File: src/rtl/dvi_pkg.sv
// Shared types and constants for the DVI test-pattern pixel source.
package dvi_pkg;

  localparam logic [2:0] MODE_BARS  = 3'd0;
  localparam logic [2:0] MODE_GRAD  = 3'd1;
  localparam logic [2:0] MODE_CHECK = 3'd2;
  localparam logic [2:0] MODE_BOX   = 3'd3;

  typedef struct packed {
    logic [7:0] r;
    logic [7:0] g;
    logic [7:0] b;
  } rgb888_t;

  localparam rgb888_t BLACK  = 24'h000000;
  localparam rgb888_t WHITE  = 24'hFFFFFF;
  localparam rgb888_t RED    = 24'hFF0000;
  localparam rgb888_t BOX_BG = 24'h000040;

  typedef enum logic {DIR_POS = 1'b0, DIR_NEG = 1'b1} dir_e;

  // One pipeline stage: pixel data travels together with its sync/enable.
  typedef struct packed {
    rgb888_t rgb;
    logic    h_sync;
    logic    v_sync;
    logic    de;
  } pipe_t;

  function automatic rgb888_t bar_colour(input logic [2:0] idx);
    return '{r: {8{idx[2]}}, g: {8{idx[1]}}, b: {8{idx[0]}}};
  endfunction

  function automatic rgb888_t solid_colour(input logic [2:0] sel);
    return '{r: {8{sel[0]}}, g: 8'hFF, b: {8{sel[1]}}};
  endfunction

endpackage

File: src/rtl/dvi_if.sv
// Raster timing in, pixel data plus delay-matched syncs out.
interface dvi_if #(
  parameter int X_W = 11,
  parameter int Y_W = 10
);
  logic [X_W-1:0] pixel_x;
  logic [Y_W-1:0] pixel_y;
  logic           h_sync;
  logic           v_sync;
  logic           dataenable;
  logic [7:0]     red;
  logic [7:0]     green;
  logic [7:0]     blue;
  logic           h_sync_out;
  logic           v_sync_out;
  logic           de_out;

  modport master (
    output pixel_x, pixel_y, h_sync, v_sync, dataenable,
    input  red, green, blue, h_sync_out, v_sync_out, de_out
  );

  modport slave (
    input  pixel_x, pixel_y, h_sync, v_sync, dataenable,
    output red, green, blue, h_sync_out, v_sync_out, de_out
  );
endinterface

File: src/rtl/dvi_box_mover.sv
// One axis of the bouncing box: position/direction stepped once per frame,
// clamped against the far edge and the origin.
module dvi_box_mover
  import dvi_pkg::*;
#(
  parameter int LIMIT = 640,
  parameter int SIZE  = 64,
  parameter int STEP  = 4,
  parameter int W     = 11
) (
  input  logic         clk,
  input  logic         reset,
  input  logic         step_en,
  output logic [W-1:0] pos
);

  dir_e         dir, dir_nxt;
  logic [W-1:0] pos_nxt;

  always_ff @(posedge clk) begin
    if (reset) begin
      pos <= '0;
      dir <= DIR_POS;
    end else begin
      pos <= pos_nxt;
      dir <= dir_nxt;
    end
  end

  // NOTE: hold values are assigned first so every path drives every output (no latch).
  always_comb begin
    pos_nxt = pos;
    dir_nxt = dir;
    if (step_en) begin
      if (dir == DIR_POS) begin
        if (({1'b0, pos} + (W+1)'(STEP + SIZE)) > (W+1)'(LIMIT)) begin
          pos_nxt = W'(LIMIT - SIZE);
          dir_nxt = DIR_NEG;
        end else begin
          pos_nxt = pos + W'(STEP);
        end
      end else begin
        if (pos < W'(STEP)) begin
          pos_nxt = '0;
          dir_nxt = DIR_POS;
        end else begin
          pos_nxt = pos - W'(STEP);
        end
      end
    end
  end

endmodule

File: src/rtl/dvi_pattern_generator.sv
// Test-pattern pixel source feeding the TMDS encoders; 2-cycle fixed latency.
// Define DVI_PATTERN_BORDER_EN to overlay a 1-pixel white frame border.
module dvi_pattern_generator
  import dvi_pkg::*;
#(
  parameter int H_ACTIVE   = 640,
  parameter int V_ACTIVE   = 480,
  parameter int X_W        = 11,
  parameter int Y_W        = 10,
  parameter int CHECK_LOG2 = 5,
  parameter int BOX_SIZE   = 64,
  parameter int BOX_STEP   = 4
) (
  input  logic       clk,
  input  logic       reset,
  input  logic [2:0] mode,
  dvi_if.slave       vid
);

  localparam int BAR_W  = H_ACTIVE / 8;
  localparam int BAR_CW = $clog2(BAR_W);

  logic              vs_prev, de_prev, frame_evt, de_rise;
  logic [2:0]        active_mode;
  logic [7:0]        frame_cnt;
  logic [X_W-1:0]    box_x;
  logic [Y_W-1:0]    box_y;
  logic [BAR_CW-1:0] bar_cnt, cur_cnt;
  logic [2:0]        bar_idx, cur_bar;
  logic [7:0]        grad_lvl;
  logic              in_box;
  rgb888_t           pix;
  pipe_t             s1, s2;

  assign frame_evt = vid.v_sync & ~vs_prev;
  assign de_rise   = vid.dataenable & ~de_prev;
  assign cur_cnt   = de_rise ? '0 : bar_cnt;
  assign cur_bar   = de_rise ? '0 : bar_idx;
  assign grad_lvl  = vid.pixel_x[7:0] + frame_cnt;
  assign in_box    = (vid.pixel_x >= box_x) &&
                     ({1'b0, vid.pixel_x} < ({1'b0, box_x} + (X_W+1)'(BOX_SIZE))) &&
                     (vid.pixel_y >= box_y) &&
                     ({1'b0, vid.pixel_y} < ({1'b0, box_y} + (Y_W+1)'(BOX_SIZE)));

  // NOTE: sequential state uses non-blocking assignments so every register samples pre-edge values.
  always_ff @(posedge clk) begin
    if (reset) begin
      vs_prev     <= 1'b0;
      de_prev     <= 1'b0;
      active_mode <= MODE_BARS;
      frame_cnt   <= '0;
      bar_cnt     <= '0;
      bar_idx     <= '0;
    end else begin
      vs_prev <= vid.v_sync;
      de_prev <= vid.dataenable;
      if (frame_evt) begin
        active_mode <= mode;
        frame_cnt   <= frame_cnt + 8'd1;
      end
      if (vid.dataenable) begin
        if (cur_cnt == BAR_CW'(BAR_W - 1)) begin
          bar_cnt <= '0;
          bar_idx <= cur_bar + 3'd1;
        end else begin
          bar_cnt <= cur_cnt + BAR_CW'(1);
          bar_idx <= cur_bar;
        end
      end
    end
  end

  dvi_box_mover #(.LIMIT(H_ACTIVE), .SIZE(BOX_SIZE), .STEP(BOX_STEP), .W(X_W)) u_box_x (
    .clk     (clk),
    .reset   (reset),
    .step_en (frame_evt),
    .pos     (box_x)
  );

  dvi_box_mover #(.LIMIT(V_ACTIVE), .SIZE(BOX_SIZE), .STEP(BOX_STEP), .W(Y_W)) u_box_y (
    .clk     (clk),
    .reset   (reset),
    .step_en (frame_evt),
    .pos     (box_y)
  );

  always_comb begin
    pix = BLACK;
    case (active_mode)
      MODE_BARS:  pix = bar_colour(cur_bar);
      MODE_GRAD:  pix = '{r: grad_lvl, g: grad_lvl, b: grad_lvl};
      MODE_CHECK: pix = (vid.pixel_x[CHECK_LOG2] ^ vid.pixel_y[CHECK_LOG2]) ? WHITE : BLACK;
      MODE_BOX:   pix = in_box ? RED : BOX_BG;
      default:    pix = solid_colour(active_mode);
    endcase
`ifdef DVI_PATTERN_BORDER_EN
    if (vid.pixel_x == '0 || vid.pixel_x == X_W'(H_ACTIVE - 1) ||
        vid.pixel_y == '0 || vid.pixel_y == Y_W'(V_ACTIVE - 1))
      pix = WHITE;
`endif
    // Out-of-raster coordinates with DE high mean a timing fault upstream.
    if (vid.pixel_x >= X_W'(H_ACTIVE) || vid.pixel_y >= Y_W'(V_ACTIVE))
      pix = BLACK;
  end

  always_ff @(posedge clk) begin
    if (reset) begin
      s1 <= '0;
      s2 <= '0;
    end else begin
      s1 <= '{rgb: pix, h_sync: vid.h_sync, v_sync: vid.v_sync, de: vid.dataenable};
      s2 <= '{rgb: s1.de ? s1.rgb : BLACK, h_sync: s1.h_sync, v_sync: s1.v_sync, de: s1.de};
    end
  end

  assign vid.red        = s2.rgb.r;
  assign vid.green      = s2.rgb.g;
  assign vid.blue       = s2.rgb.b;
  assign vid.h_sync_out = s2.h_sync;
  assign vid.v_sync_out = s2.v_sync;
  assign vid.de_out     = s2.de;

endmodule

File: src/flat_wrapper.sv
// flat-port wrapper written by rule: the top's interface ports become plain ports
module dvi_pattern_generator_flat import dvi_pkg::*;
#(
  parameter int H_ACTIVE   = 640,
  parameter int V_ACTIVE   = 480,
  parameter int X_W        = 11,
  parameter int Y_W        = 10,
  parameter int CHECK_LOG2 = 5,
  parameter int BOX_SIZE   = 64,
  parameter int BOX_STEP   = 4
)
  (clk, reset, mode, vid_pixel_x, vid_pixel_y, vid_h_sync, vid_v_sync, vid_dataenable, vid_red, vid_green, vid_blue, vid_h_sync_out, vid_v_sync_out, vid_de_out);
  dvi_if #(.X_W(X_W), .Y_W(Y_W)) vid_i ();
  input  logic clk;
  input  logic reset;
  input  logic [2:0] mode;
  input wire logic [$bits(vid_i.pixel_x)-1:0] vid_pixel_x;
  input wire logic [$bits(vid_i.pixel_y)-1:0] vid_pixel_y;
  input wire logic [$bits(vid_i.h_sync)-1:0] vid_h_sync;
  input wire logic [$bits(vid_i.v_sync)-1:0] vid_v_sync;
  input wire logic [$bits(vid_i.dataenable)-1:0] vid_dataenable;
  output wire logic [$bits(vid_i.red)-1:0] vid_red;
  output wire logic [$bits(vid_i.green)-1:0] vid_green;
  output wire logic [$bits(vid_i.blue)-1:0] vid_blue;
  output wire logic [$bits(vid_i.h_sync_out)-1:0] vid_h_sync_out;
  output wire logic [$bits(vid_i.v_sync_out)-1:0] vid_v_sync_out;
  output wire logic [$bits(vid_i.de_out)-1:0] vid_de_out;
  assign vid_i.pixel_x = vid_pixel_x;
  assign vid_i.pixel_y = vid_pixel_y;
  assign vid_i.h_sync = vid_h_sync;
  assign vid_i.v_sync = vid_v_sync;
  assign vid_i.dataenable = vid_dataenable;
  assign vid_red = vid_i.red;
  assign vid_green = vid_i.green;
  assign vid_blue = vid_i.blue;
  assign vid_h_sync_out = vid_i.h_sync_out;
  assign vid_v_sync_out = vid_i.v_sync_out;
  assign vid_de_out = vid_i.de_out;
  dvi_pattern_generator #(.H_ACTIVE(H_ACTIVE), .V_ACTIVE(V_ACTIVE), .X_W(X_W), .Y_W(Y_W), .CHECK_LOG2(CHECK_LOG2), .BOX_SIZE(BOX_SIZE), .BOX_STEP(BOX_STEP)) u_core (.clk(clk), .reset(reset), .mode(mode), .vid(vid_i));
endmodule
File: config.mk
export PLATFORM = sky130hd
export DESIGN_NAME = dvi_pattern_generator_flat
export DESIGN_NICKNAME = d
export VERILOG_FILES = /design/src/rtl/dvi_pkg.sv /design/src/rtl/dvi_if.sv /design/src/rtl/dvi_box_mover.sv /design/src/rtl/dvi_pattern_generator.sv /design/src/flat_wrapper.sv
export SDC_FILE = /design/constraint.sdc
export NUM_CORES = 1
export LEC_CHECK = 0
export BUFFER_PORTS_ARGS = -buffer_cell sky130_fd_sc_hd__buf_2
export CORE_AREA = 2 2 115 117
export DETAILED_ROUTE_END_ITERATION = 16
export DIE_AREA = 0 0 117 119
export HOLD_SLACK_MARGIN = 0.06
export PLACE_DENSITY_LB_ADDON = 0.12
export SYNTH_ARGS = -nofsm -noshare
export SYNTH_HDL_FRONTEND = slang
export SYNTH_HIERARCHICAL = 1
export SYNTH_SLANG_ARGS = --single-unit
File: constraint.sdc
create_clock -name clk -period 2.6 [get_ports clk]
set_input_delay 0.52 -clock clk [delete_from_list [all_inputs] [get_ports clk]]
set_output_delay 0.52 -clock clk [all_outputs]
set_load 0.02 [all_outputs]
==> results of run 1 <==
## metrics by stage
stage	hold WS [ns]	total power, mW	area [sq um]	util (%)	std cells
2_1_floorplan	0.406	1.90	5630	-	649
3_5_place_dp	0.412	2.02	6070	47.2	868
5_1_grt	0.410	3.49	6380	49.6	884
3_3_place_gp	0.413	2.01	6070	47.2	868
6_report	0.386	3.32	6380	49.6	884
4_1_cts	0.374	3.36	6380	49.6	884
## where the power goes
part	leakage (nW)	internal (mW)	switching [mW]
sequential	0.762	1.47	0.0369
combinational	1.65	0.201	0.289
clock	0.146	0.683	0.637
## metal layers
metal	GRT usage, %	part of all wire (%)	vias to the layer above
met1	25.6	47	2196
met5	0	0	-
met4	8.24	2.2	0
met2	30.3	47	97
met3	2.85	3.2	22
li1	-	-	2436
## kinds of logic after synthesis
kind of cell	count (synthesis)	synth area share [%]
AO/OA/AOI/OAI	168	20.9
adder cells (fa/ha/maj)	48	10.8
flip-flops	94	33.5
XOR/XNOR	21	3.27
buffers and inverters	76	7.01
other	2	0.134
AND/OR/NAND/NOR	230	22.9
multiplexers	8	1.54
## synth_stat cells (5+ instances only)
library cell / count
dfxtp_1: 94
a21oi_1: 56
nor2_1: 51
ha_1: 47
inv_1: 40
nand2_1: 34
and2_1: 28
o21ai_0: 24
nand3_1: 21
nand4_1: 14
nor2b_1: 14
o211ai_1: 12
xnor2_1: 12
buf_4: 11
nand2b_1: 10
nor3_1: 10
xor2_1: 9
a31oi_1: 7
buf_2: 7
clkbuf_1: 7
a211oi_2: 6
buf_6: 6
mux2i_1: 6
or3_1: 6
a211oi_1: 5
a21o_1: 5
a22oi_1: 5
nor4_1: 5
## layout make-up
cell class | instances | area [sq um] | area share, %
timing repair buffer | 79 | 468 | 7.33
multi-input combinational | 479 | 3350 | 52.6
sequential | 94 | 1880 | 29.5
tap | 176 | 220 | 3.45
clock inverter | 7 | 80.1 | 1.26
inverter | 40 | 150 | 2.35
clock buffer | 9 | 225 | 3.53
## registers in the layout, summed over array words and instances, names as in the netlist, 3 cells and up
name	cells
u_core/active_mode	3
u_core/u_box_x/pos	9
u_core/frame_cnt	8
u_core/u_box_y/pos	8
u_core/vid.green	8
u_core/bar_idx	3
u_core/bar_cnt	7
u_core/s1	27
u_core/vid.blue	8
u_core/vid.red	8
## what timing repair did
item                       CTS  global route
hold buffers                 0             0
buffers inserted             0             0
setup endpoints to repair    0             6
## worst max-delay path, cell delays in order (launching register included)
cell	delay [ns]
dfxtp_1	0.41
ha_1	0.21
nand3_1	0.10
xnor2_1	0.14
ha_1	0.30
nand3_1	0.10
or3_1	0.36
a211oi_2	0.26
a21oi_1	0.07
a41o_1	0.25
a31oi_1	0.15
## worst min-delay path by stage
stage,start,end,slack (ns),cells past startpoint
floorplan,u_core/s1[3]$_SDFF_PP0_,u_core/vid.blue[0]$_SDFF_PP0_,0.41,1
global placement,u_core/s1[8]$_SDFF_PP0_,u_core/vid.blue[5]$_SDFF_PP0_,0.41,1
detailed placement,u_core/s1[8]$_SDFF_PP0_,u_core/vid.blue[5]$_SDFF_PP0_,0.41,1
CTS,vid_h_sync,u_core/s1[2]$_SDFF_PP0_,0.37,2
global route,vid_h_sync,u_core/s1[2]$_SDFF_PP0_,0.41,2
finish,vid_h_sync,u_core/s1[2]$_SDFF_PP0_,0.39,2
## cell usage in the layout, fill, tap and decap left out, types with 12 or more instances in the layout
| cell | instances |
|---|---|
| a21oi_1 | 56 |
| and2_1 | 28 |
| buf_2 | 55 |
| buf_4 | 23 |
| dfxtp_1 | 94 |
| ha_1 | 47 |
| inv_1 | 40 |
| nand2_1 | 34 |
| nand3_1 | 21 |
| nand4_1 | 14 |
| nor2_1 | 51 |
| nor2b_1 | 13 |
| o211ai_1 | 12 |
| o21ai_0 | 24 |
| xnor2_1 | 12 |
==> metrics.md, run 1 <==
| Metric | Value |
|---|---|
| Status | complete, no violations |
| Worst min path class | input port to flop |
| Final period util | 93.1% |
| Pleak | 2.56 nW |
| Max Clock Freq | 0.413 GHz |
| CP Capture Point | u_core/s1[9]$_SDFF_PP0_ |
| Die Footprint | 0.0139 sq mm |
| Startpoint Class | flop |
| Peak VDD IR | 0.000251 V |
| Rows | 42 |
| Top post-synthesis cells by area | dfxtp_1 33%, ha_1 10%, a21oi_1 5.0% |
| Final Setup Violations | 0 |
| Synthesized cell area | 0.00562 sq mm |
| HPWL after DPL | 9.41 mm |
| Synth Warn # | 6 |
| Num CTS Buffers | 9 |
| R2r worst-path depth | 10 |
| Setup WS pre-CTS | 0.0683 ns |
| Routed wire per std cell | 14.4 microns |
| Total Neg Setup Slack | 0 ns |
| Root Driver | clkbuf_16 |
| Sequential area share after synthesis | 33.5% |
| Drt via density | 5.37 |
| Worst setup margin | 0.178 ns |
| CTS sink count | 94 |
| DRC Markers | 0 |
| Asr flop ratio synth | 0% |
| Drt initial violations | 276 |
| Slew HR | 59.9% |
| DR pass1 iterations | 6 |
| Layout cell share with drive strength beyond 1 | 17.8% |
| Minimum clock period | 2.42 ns |
| Post_cts resized | 0 |
| Layout Nets | 780 |
| Filler cell count | 1212 |
| Post-synthesis cell type count | 81 |
| Routed Antenna Nets | 0 |
| H-tree Lvls | 3 |
| WL final | 12.7 mm |
| GRT overflow | 0 |
| RSZ-0062 raised after global routing | false |
| Antenna violations before repair | 0 |
| Critical path fanouts, max | 5 |
| Clk_lat worst skew | 0.35 ns |
| Critical Path AT | 2.70 ns |
| Initial core utilization | 43.7% |
| Port Buffers | 55 |
| Slew Viols, Final | 0 |
| Die Ht | 119 microns |
| Syn avg cell area | 8.69 sq um |
| # diodes | 0 |
| Hold Vio Cnt, Final | 0 |
| Clock Tree Buf Depth | 2 |
| Max-cap violation count | 0 |
| GPL Wtd Cong | 0.890 |
| Vias in the first global route | 4398 |
| Critical Path Start | u_core/u_box_x/pos[6]$_SDFFE_PP0P_ |
| Most used DFF post-synth | dfxtp_1 |
| Critical Path RT | 2.88 ns |
| Syn Inst Count | 647 |
| Core box area | 0.0129 sq mm |
| IO Pins | 56 |
| DIE WIDTH | 117 microns |
| Largest net degree at the start of global routing | 48 |
| CTS tree | built |
| EDFF count, synth | 0 |
| R2R Setup Slk | 0.18 ns |
| Pwr/cell area | 520 mW/mm^2 |
| Crit end category | flop |
| Via count | 4751 |
| Skew final | 0.00875 ns |
| Critical path class | flop to flop |
| Clock-pin slew of the registers on the worst-case setup and hold paths | 0.08 ns |
| First-pass GRT wire length | 21.1 mm |
| Cell taking the most area after synthesis | dfxtp_1 |
| Post-synth top area share | 33.5% |
| Worst-Margin Slew | 0.601 ns |
| Area Overhead vs Synth | 13.5% |
| GRT Overall Usage | 19.1% |
| R2r startpoint | u_core/u_box_x/pos[6]$_SDFFE_PP0P_ |
| Reg-to-reg critical path endpoint | u_core/s1[9]$_SDFF_PP0_ |
| Synthesis-stage register bit count | 94 |
Note: power is estimated with default switching activity, not from simulation.
==> inputs of run 2 (changes only) <==
--- a/config.mk
+++ b/config.mk
@@ -6,6 +6,8 @@
 export NUM_CORES = 1
 export LEC_CHECK = 0
 export BUFFER_PORTS_ARGS = -buffer_cell sky130_fd_sc_hd__buf_2
+export CELL_PAD_IN_SITES_DETAIL_PLACEMENT = 0
+export CELL_PAD_IN_SITES_GLOBAL_PLACEMENT = 1
 export CORE_AREA = 2 2 115 117
 export DETAILED_ROUTE_END_ITERATION = 16
 export DIE_AREA = 0 0 117 119
==> run 2 against run 1 <==
Register-to-register slack improved by 0.09 ns; global-route usage is 0.76 points higher; flip-flop and latch count is the same; clock power hardly changed; utilization grew 0.28 points; via count increased by 0.63%.
==> metrics.md, run 2 (synthesized netlist as in run 1, its figures left out) <==
| Metric | Value |
|---|---|
| Pleak | 2.58 nW (+0.98%) |
| H-tree Lvls | 3 (unchanged) |
| Final Setup Violations | 0 (unchanged) |
| HPWL after DPL | 9.78 mm (+3.9%) |
| IO Pins | 56 (unchanged) |
| Hold Vio Cnt, Final | 0 (unchanged) |
| Critical Path RT | 2.87 ns (about the same) |
| Commonest non-fill, non-tap cell in the layout | dfxtp_1 |
| WL final | 13.0 mm (+2.3%) |
| FF+latch area | 0.00188 sq mm (unchanged) |
| Worst min path class | input port to flop |
| Max Clock Freq | 0.428 GHz (+3.8%) |
| Post-layout util | 49.8% (+0.28 points) |
| Port Buffers | 55 (unchanged) |
| Setup WS pre-CTS | -0.0235 ns (-0.0917 ns) |
| Max reg flops | 27 (unchanged) |
| Layout Nets | 785 (+0.64%) |
| RSZ-0062 raised after global routing | false |
| Routed Antenna Nets | 0 (unchanged) |
| Largest net degree at the start of global routing | 33 (-31%) |
| Worst setup margin | 0.266 ns (+0.0877 ns) |
| Minimum clock period | 2.33 ns (-0.0877 ns) |
| Top reg by flops | u_core/s1 |
| Critical Path AT | 2.61 ns (-0.09 ns) |
| # diodes | 0 (unchanged) |
| DR pass1 iterations | 5 (-1) |
| Slew Viols, Final | 0 (unchanged) |
| Core box area | 0.0129 sq mm (unchanged) |
| # hold bufs at CTS | 0 (unchanged) |
| CP max stage cell | or3_1 |
| Die Footprint | 0.0139 sq mm (unchanged) |
| Status | complete, no violations |
| Peak VDD IR | 0.000259 V (+3.1%) |
| Initial core utilization | 43.7% (unchanged) |
| Total Neg Setup Slack | 0 ns (unchanged) |
| Clock Tree Buf Depth | 2 (unchanged) |
| Area Overhead vs Synth | 14.2% |
| Skew final | 0.00725 ns (-0.00150 ns) |
| Critical path fanouts, max | 2 (-3) |
| Vias in the first global route | 4589 (+4.3%) |
| Crit end category | flop |
| Rows | 42 (unchanged) |
| Die Ht | 119 microns (unchanged) |
| CTS tree | built |
| Most frequent cells in the layout | 94 x dfxtp_1, 56 x a21oi_1, 55 x buf_2 |
| Design Area, Final | 0.00642 sq mm (+0.57%) |
| Root Driver | clkbuf_16 |
| Min Hold Slack | 0.387 ns (+0.00100 ns) |
| Placed cell count | 873 (+0.58%) |
| Cells along the critical path | ha_1 -> nand3_1 -> xnor2_1 -> ha_1 -> nand3_1 -> or3_1 -> a211oi_4 -> a21oi_1 -> a41o_1 -> a31oi_1 |
| Max-cap violation count | 0 (unchanged) |
| Clock-pin slew of the registers on the worst-case setup and hold paths | 0.08 ns (about the same) |
| Worst path max stage delay | 0.40 ns (about the same) |
| DIE WIDTH | 117 microns (unchanged) |
| Clk_lat worst skew | 0.34 ns (about the same) |
| Pwr/cell area | 518 mW/mm^2 (-0.41%) |
| Non-filler cells, final | 889 (+0.57%) |
| CTS sink count | 94 (unchanged) |
| GRT overflow | 0 (unchanged) |
| Worst-Margin Slew | 0.555 ns (-0.0457 ns) |
| Drt via density | 5.38 (about the same) |
| GRT Overall Usage | 19.9% (+0.76 points) |
| Filler cell count | 1278 (+5.4%) |
| Via count | 4781 (+0.63%) |
| Num CTS Buffers | 9 (unchanged) |
| Placed cell areas | 0.00610 sq mm (+0.49%) |
| Antenna violations before repair | 0 (unchanged) |
| DRC Markers | 0 (unchanged) |
| Startpoint Class | flop |
| Layout cell share with drive strength beyond 1 | 18.4% (+0.58 points) |
| R2r worst-path depth | 10 (unchanged) |
| GPL Wtd Cong | 0.868 (-2.5%) |
| Tot Pwr | 3.32 mW (+0.15%) |
| Critical path class | flop to flop |
| First-pass GRT wire length | 22.1 mm (+4.7%) |
| Final period util | 89.8% (-3.4 points) |
| Multi-input gate area | 0.00337 sq mm (+0.37%) |
| Routed wire per std cell | 14.7 microns (+1.7%) |
| Slew HR | 62.0% (+2.1 points) |
| Largest registers | u_core/s1: 27 flops, u_core/u_box_x/pos: 9 flops |
| Hold Crit Depth | 2 (unchanged) |
| Drt initial violations | 243 (-12%) |
run 2: cell types whose count changed in the layout (fill, tap and decap cells not counted):
cell / delta
buf_4: +5
a211oi_2: -1
a211oi_4: +1
buf_12: -1
buf_6: +1
clkinv_8: -1
inv_8: +1
nor2b_2: -1
nor2b_4: +1
run 2: final timing paths:
check	start	endpoint	slack (ns)
max	u_core/u_box_x/pos[6]$_SDFFE_PP0P_	u_core/s1[9]$_SDFF_PP0_	0.27
min	vid_h_sync	u_core/s1[2]$_SDFF_PP0_	0.39
max reg2reg	u_core/u_box_x/pos[6]$_SDFFE_PP0P_	u_core/s1[9]$_SDFF_PP0_	0.27
min reg2reg	u_core/s1[3]$_SDFF_PP0_	u_core/vid.blue[0]$_SDFF_PP0_	0.43
run 2: repair_timing:
item / CTS / global route
gates resized for setup: 0 / 2
buffers inserted: 0 / 0
endpoints found under the setup margin: 0 / 9
run 2: per-layer routing:
metal / track usage (%) / up-vias / share of wire, %
li1: - / 2454 / -
met1: 26.8 / 2227 / 48
met5: 0 / - / 0
met3: 3.46 / 22 / 3.0
met4: 7.35 / 0 / 2.3
met2: 31.5 / 78 / 47
run 2: power by group:
part	total, mW	internal, mW	switching, mW
logic	0.504	0.206	0.298
registers	1.50	1.47	0.0314
clock network	1.32	0.683	0.635
run 2: layout make-up:
type | count | area share (%)
multi-input cells | 479 | 52.5
flip-flops and latches | 94 | 29.3
repair buffers | 84 | 7.74
clock buffers | 9 | 3.51
well taps | 176 | 3.43
inverters | 40 | 2.34
clock inverters | 7 | 1.17
run 2: worst max-delay path, delay by kind of cell (launching register included):
family	cells	cell delay (ns)
adders and majority gates	2	0.48
DFF	1	0.35
xor gates and xnor gates	1	0.14
AOI/OAI and AO/OA	4	0.70
and+or+nand+nor	3	0.60
==> inputs of run 3 (changes only) <==
==> constraint.sdc (replaced) <==
create_clock -name clk -period 2.2 [get_ports clk]
set_input_delay 0.44 -clock clk [delete_from_list [all_inputs] [get_ports clk]]
set_output_delay 0.44 -clock clk [all_outputs]
set_load 0.01 [all_outputs]
==> run 3 against run 2 <==
The run now ends with negative setup slack left; global-route usage up 0.33 points; flip-flop and latch count unchanged; via count up 1.6%; final cell count up 2.6%; combinational power up 31%; clock skew up 0.0044 ns; sequential share of layout area down 0.90 points; hold slack worse by 0.079 ns; routed wire length up 3.5%; clock power up 16%; critical endpoint is now u_core/s1[20]$_SDFF_PP0_; largest cell class unchanged; largest power group unchanged.
==> metrics.md, run 3 (synthesized netlist as in run 1, its figures left out) <==
| Metric | Value |
|---|---|
| Die Ht | 119 microns (unchanged) |
| Final period util | 103% (+14 points) |
| Status | finished with violations |
| # hold bufs at CTS | 0 (unchanged) |
| Tot Pwr | 3.96 mW (+19%) |
| P_int | 2.82 mW (+20%) |
| Switching Power | 1.14 mW (+18%) |
| Met2 WL | 6.57 mm (+7.7%) |
| RSZ-0062 raised after global routing | true |
| # diodes | 0 (unchanged) |
| Rows | 42 (unchanged) |
| Top sig layer | met4 |
| Pwr/cell area | 595 mW/mm^2 (+15%) |
| Clock Tree Buf Depth | 2 (unchanged) |
| Slew Viols, Final | 0 (unchanged) |
| GRT overflow | 0 (unchanged) |
| Routed wire per std cell | 14.8 microns (+0.90%) |
| Slew HR | 26.7% (-35 points) |
| Final Setup Violations | 8 (+8) |
| IO Pins | 56 (unchanged) |
| Peak VDD IR | 0.000301 V (+16%) |
| GRT Overall Usage | 20.2% (+0.33 points) |
| Num CTS Buffers | 9 (unchanged) |
| Skew final | 0.0116 ns (+0.00438 ns) |
| Commonest non-fill, non-tap cell in the layout | dfxtp_1 |
| Largest registers | u_core/s1: 27 flops, u_core/u_box_x/pos: 9 flops |
| Clk pwr share | 38.7% (-1.0 points) |
| DIE WIDTH | 117 microns (unchanged) |
| DRC Markers | 0 (unchanged) |
| Minimum clock period | 2.27 ns (-0.0602 ns) |
| Failing checks | negative setup slack |
| Most frequent cells in the layout | 90 x dfxtp_1, 55 x buf_2, 55 x a21oi_1 |
| Die Footprint | 0.0139 sq mm (unchanged) |
| Routed Antenna Nets | 0 (unchanged) |
| Drt via density | 5.33 (-0.93%) |
| First-pass GRT wire length | 22.5 mm (+1.8%) |
| Layout Nets | 808 (+2.9%) |
| Combinational share of power | 16.7% (+1.5 points) |
| Via count | 4859 (+1.6%) |
| Worst setup margin | -0.0738 ns (-0.340 ns) |
| Drt initial violations | 217 (-11%) |
| Top reg by flops | u_core/s1 |
| Clk_lat worst skew | 0.35 ns (about the same) |
| WL met1 | 6.28 mm (+0.58%) |
| Crit end category | flop |
| Hold Vio Cnt, Final | 0 (unchanged) |
| CTS sink count | 94 (unchanged) |
| Vias in the first global route | 4692 (+2.2%) |
| DR pass1 iterations | 5 (unchanged) |
| Max reg flops | 27 (unchanged) |
| Wire length on met3 | 496 microns (+27%) |
| Initial core utilization | 43.7% (unchanged) |
| Pleak | 2.70 nW (+4.6%) |
| Filler cell count | 1218 (-4.7%) |
| Worst-Margin Slew | 1.09 ns (+0.540 ns) |
| GPL Wtd Cong | 0.867 (-0.14%) |
| Net Sw Frac | 28.8% (-0.24 points) |
| Critical path fanouts, max | 8 (+6) |
| Port Buffers | 55 (unchanged) |
| Worst min path class | input port to flop |
| Placed cell count | 894 (+2.4%) |
| Max-cap violation count | 0 (unchanged) |
| Post-layout util | 51.7% (+1.8 points) |
| Critical Path RT | 2.40 ns (-0.47 ns) |
| Clock-pin slew of the registers on the worst-case setup and hold paths | 0.08 ns (about the same) |
| Critical Path AT | 2.48 ns (-0.13 ns) |
| Area Overhead vs Synth | 18.4% |
| Max Clock Freq | 0.440 GHz (+2.6%) |
| Layout cell share with drive strength beyond 1 | 22.8% (+4.5 points) |
| CTS tree | built |
| Non-filler cells, final | 912 (+2.6%) |
| H-tree Lvls | 3 (unchanged) |
| WL final | 13.5 mm (+3.5%) |
| Root Driver | clkbuf_16 |
| Sequential power share | 44.6% (-0.6 points) |
| Core box area | 0.0129 sq mm (unchanged) |
| Startpoint Class | flop |
| Critical path class | flop to flop |
| Antenna violations before repair | 0 (unchanged) |
| HPWL after DPL | 10.1 mm (+3.5%) |
| Largest net degree at the start of global routing | 40 (+21%) |
-- run 3: metrics by stage --
step | instance area (sq um) | setup slack [ns] | hold slack, ns | setup TNS [ns]
after floorplan | 5650 | 0.00713 | 0.406 | 0
after global placement | 6290 | -0.219 | 0.413 | -1.95
after detailed placement | 6290 | -0.377 | 0.415 | -3.26
after CTS | 6610 | -0.0796 | 0.295 | -0.514
after global routing | 6650 | -0.176 | 0.301 | -1.31
final | 6650 | -0.0738 | 0.308 | -0.422
-- run 3: timing repair --
item                       4_1_cts  5_1_grt
gates resized for setup          5        9
setup endpoints to repair        9       14
pin swaps                        2        5
buffers inserted                 1        1
-- run 3: routing by layer --
layer | vias to the layer above | track usage (%)
li1 | 2487 | -
met2 | 105 | 33.0
met3 | 12 | 4.27
met5 | - | 0
met4 | 0 | 6.25
met1 | 2255 | 26.5
-- run 3: path summary, 6_finish.rpt --
kind	start	endpoint	slack, ns	cells after the start
setup / recovery	u_core/u_box_x/pos[6]$_SDFFE_PP0P_	u_core/s1[20]$_SDFF_PP0_	-0.07	11
hold / removal	vid_h_sync	u_core/s1[2]$_SDFF_PP0_	0.31	2
setup reg to reg	u_core/u_box_x/pos[6]$_SDFFE_PP0P_	u_core/s1[20]$_SDFF_PP0_	-0.07	11
hold reg to reg	u_core/s1[13]$_SDFF_PP0_	u_core/vid.green[2]$_SDFF_PP0_	0.42	1
-- run 3: worst max-delay path, stage by stage, from the launching register on --
cell       delay (ns)
dfxtp_4          0.37
ha_4             0.14
nand3_2          0.08
xnor2_1          0.13
ha_1             0.31
nand3_2          0.08
or3_1            0.36
a211oi_2         0.19
buf_4            0.16
a2111oi_4        0.05
nand4_4          0.14
o211ai_1         0.12
-- run 3: power by group through the flow --
stage / Sequential (mW) / Clock [mW] / Combinational, mW
floorplan: 1.81 / 0 / 0.433
global placement: 1.80 / 0 / 0.623
detailed placement: 1.81 / 0 / 0.638
CTS: 1.77 / 1.59 / 0.649
global route: 1.77 / 1.67 / 0.738
finish: 1.77 / 1.53 / 0.661
-- run 3: cell type report --
| type | count | area [sq um] | share of cell area (%) |
|---|---|---|---|
| Sequential cell | 94 | 1890 | 28.4 |
| Multi-Input combinational cell | 479 | 3420 | 51.4 |
| Inverter | 40 | 150 | 2.26 |
| Tap cell | 176 | 220 | 3.31 |
| Timing Repair Buffer | 107 | 678 | 10.2 |
| Clock buffer | 9 | 225 | 3.38 |
| Clock inverter | 7 | 67.6 | 1.02 |
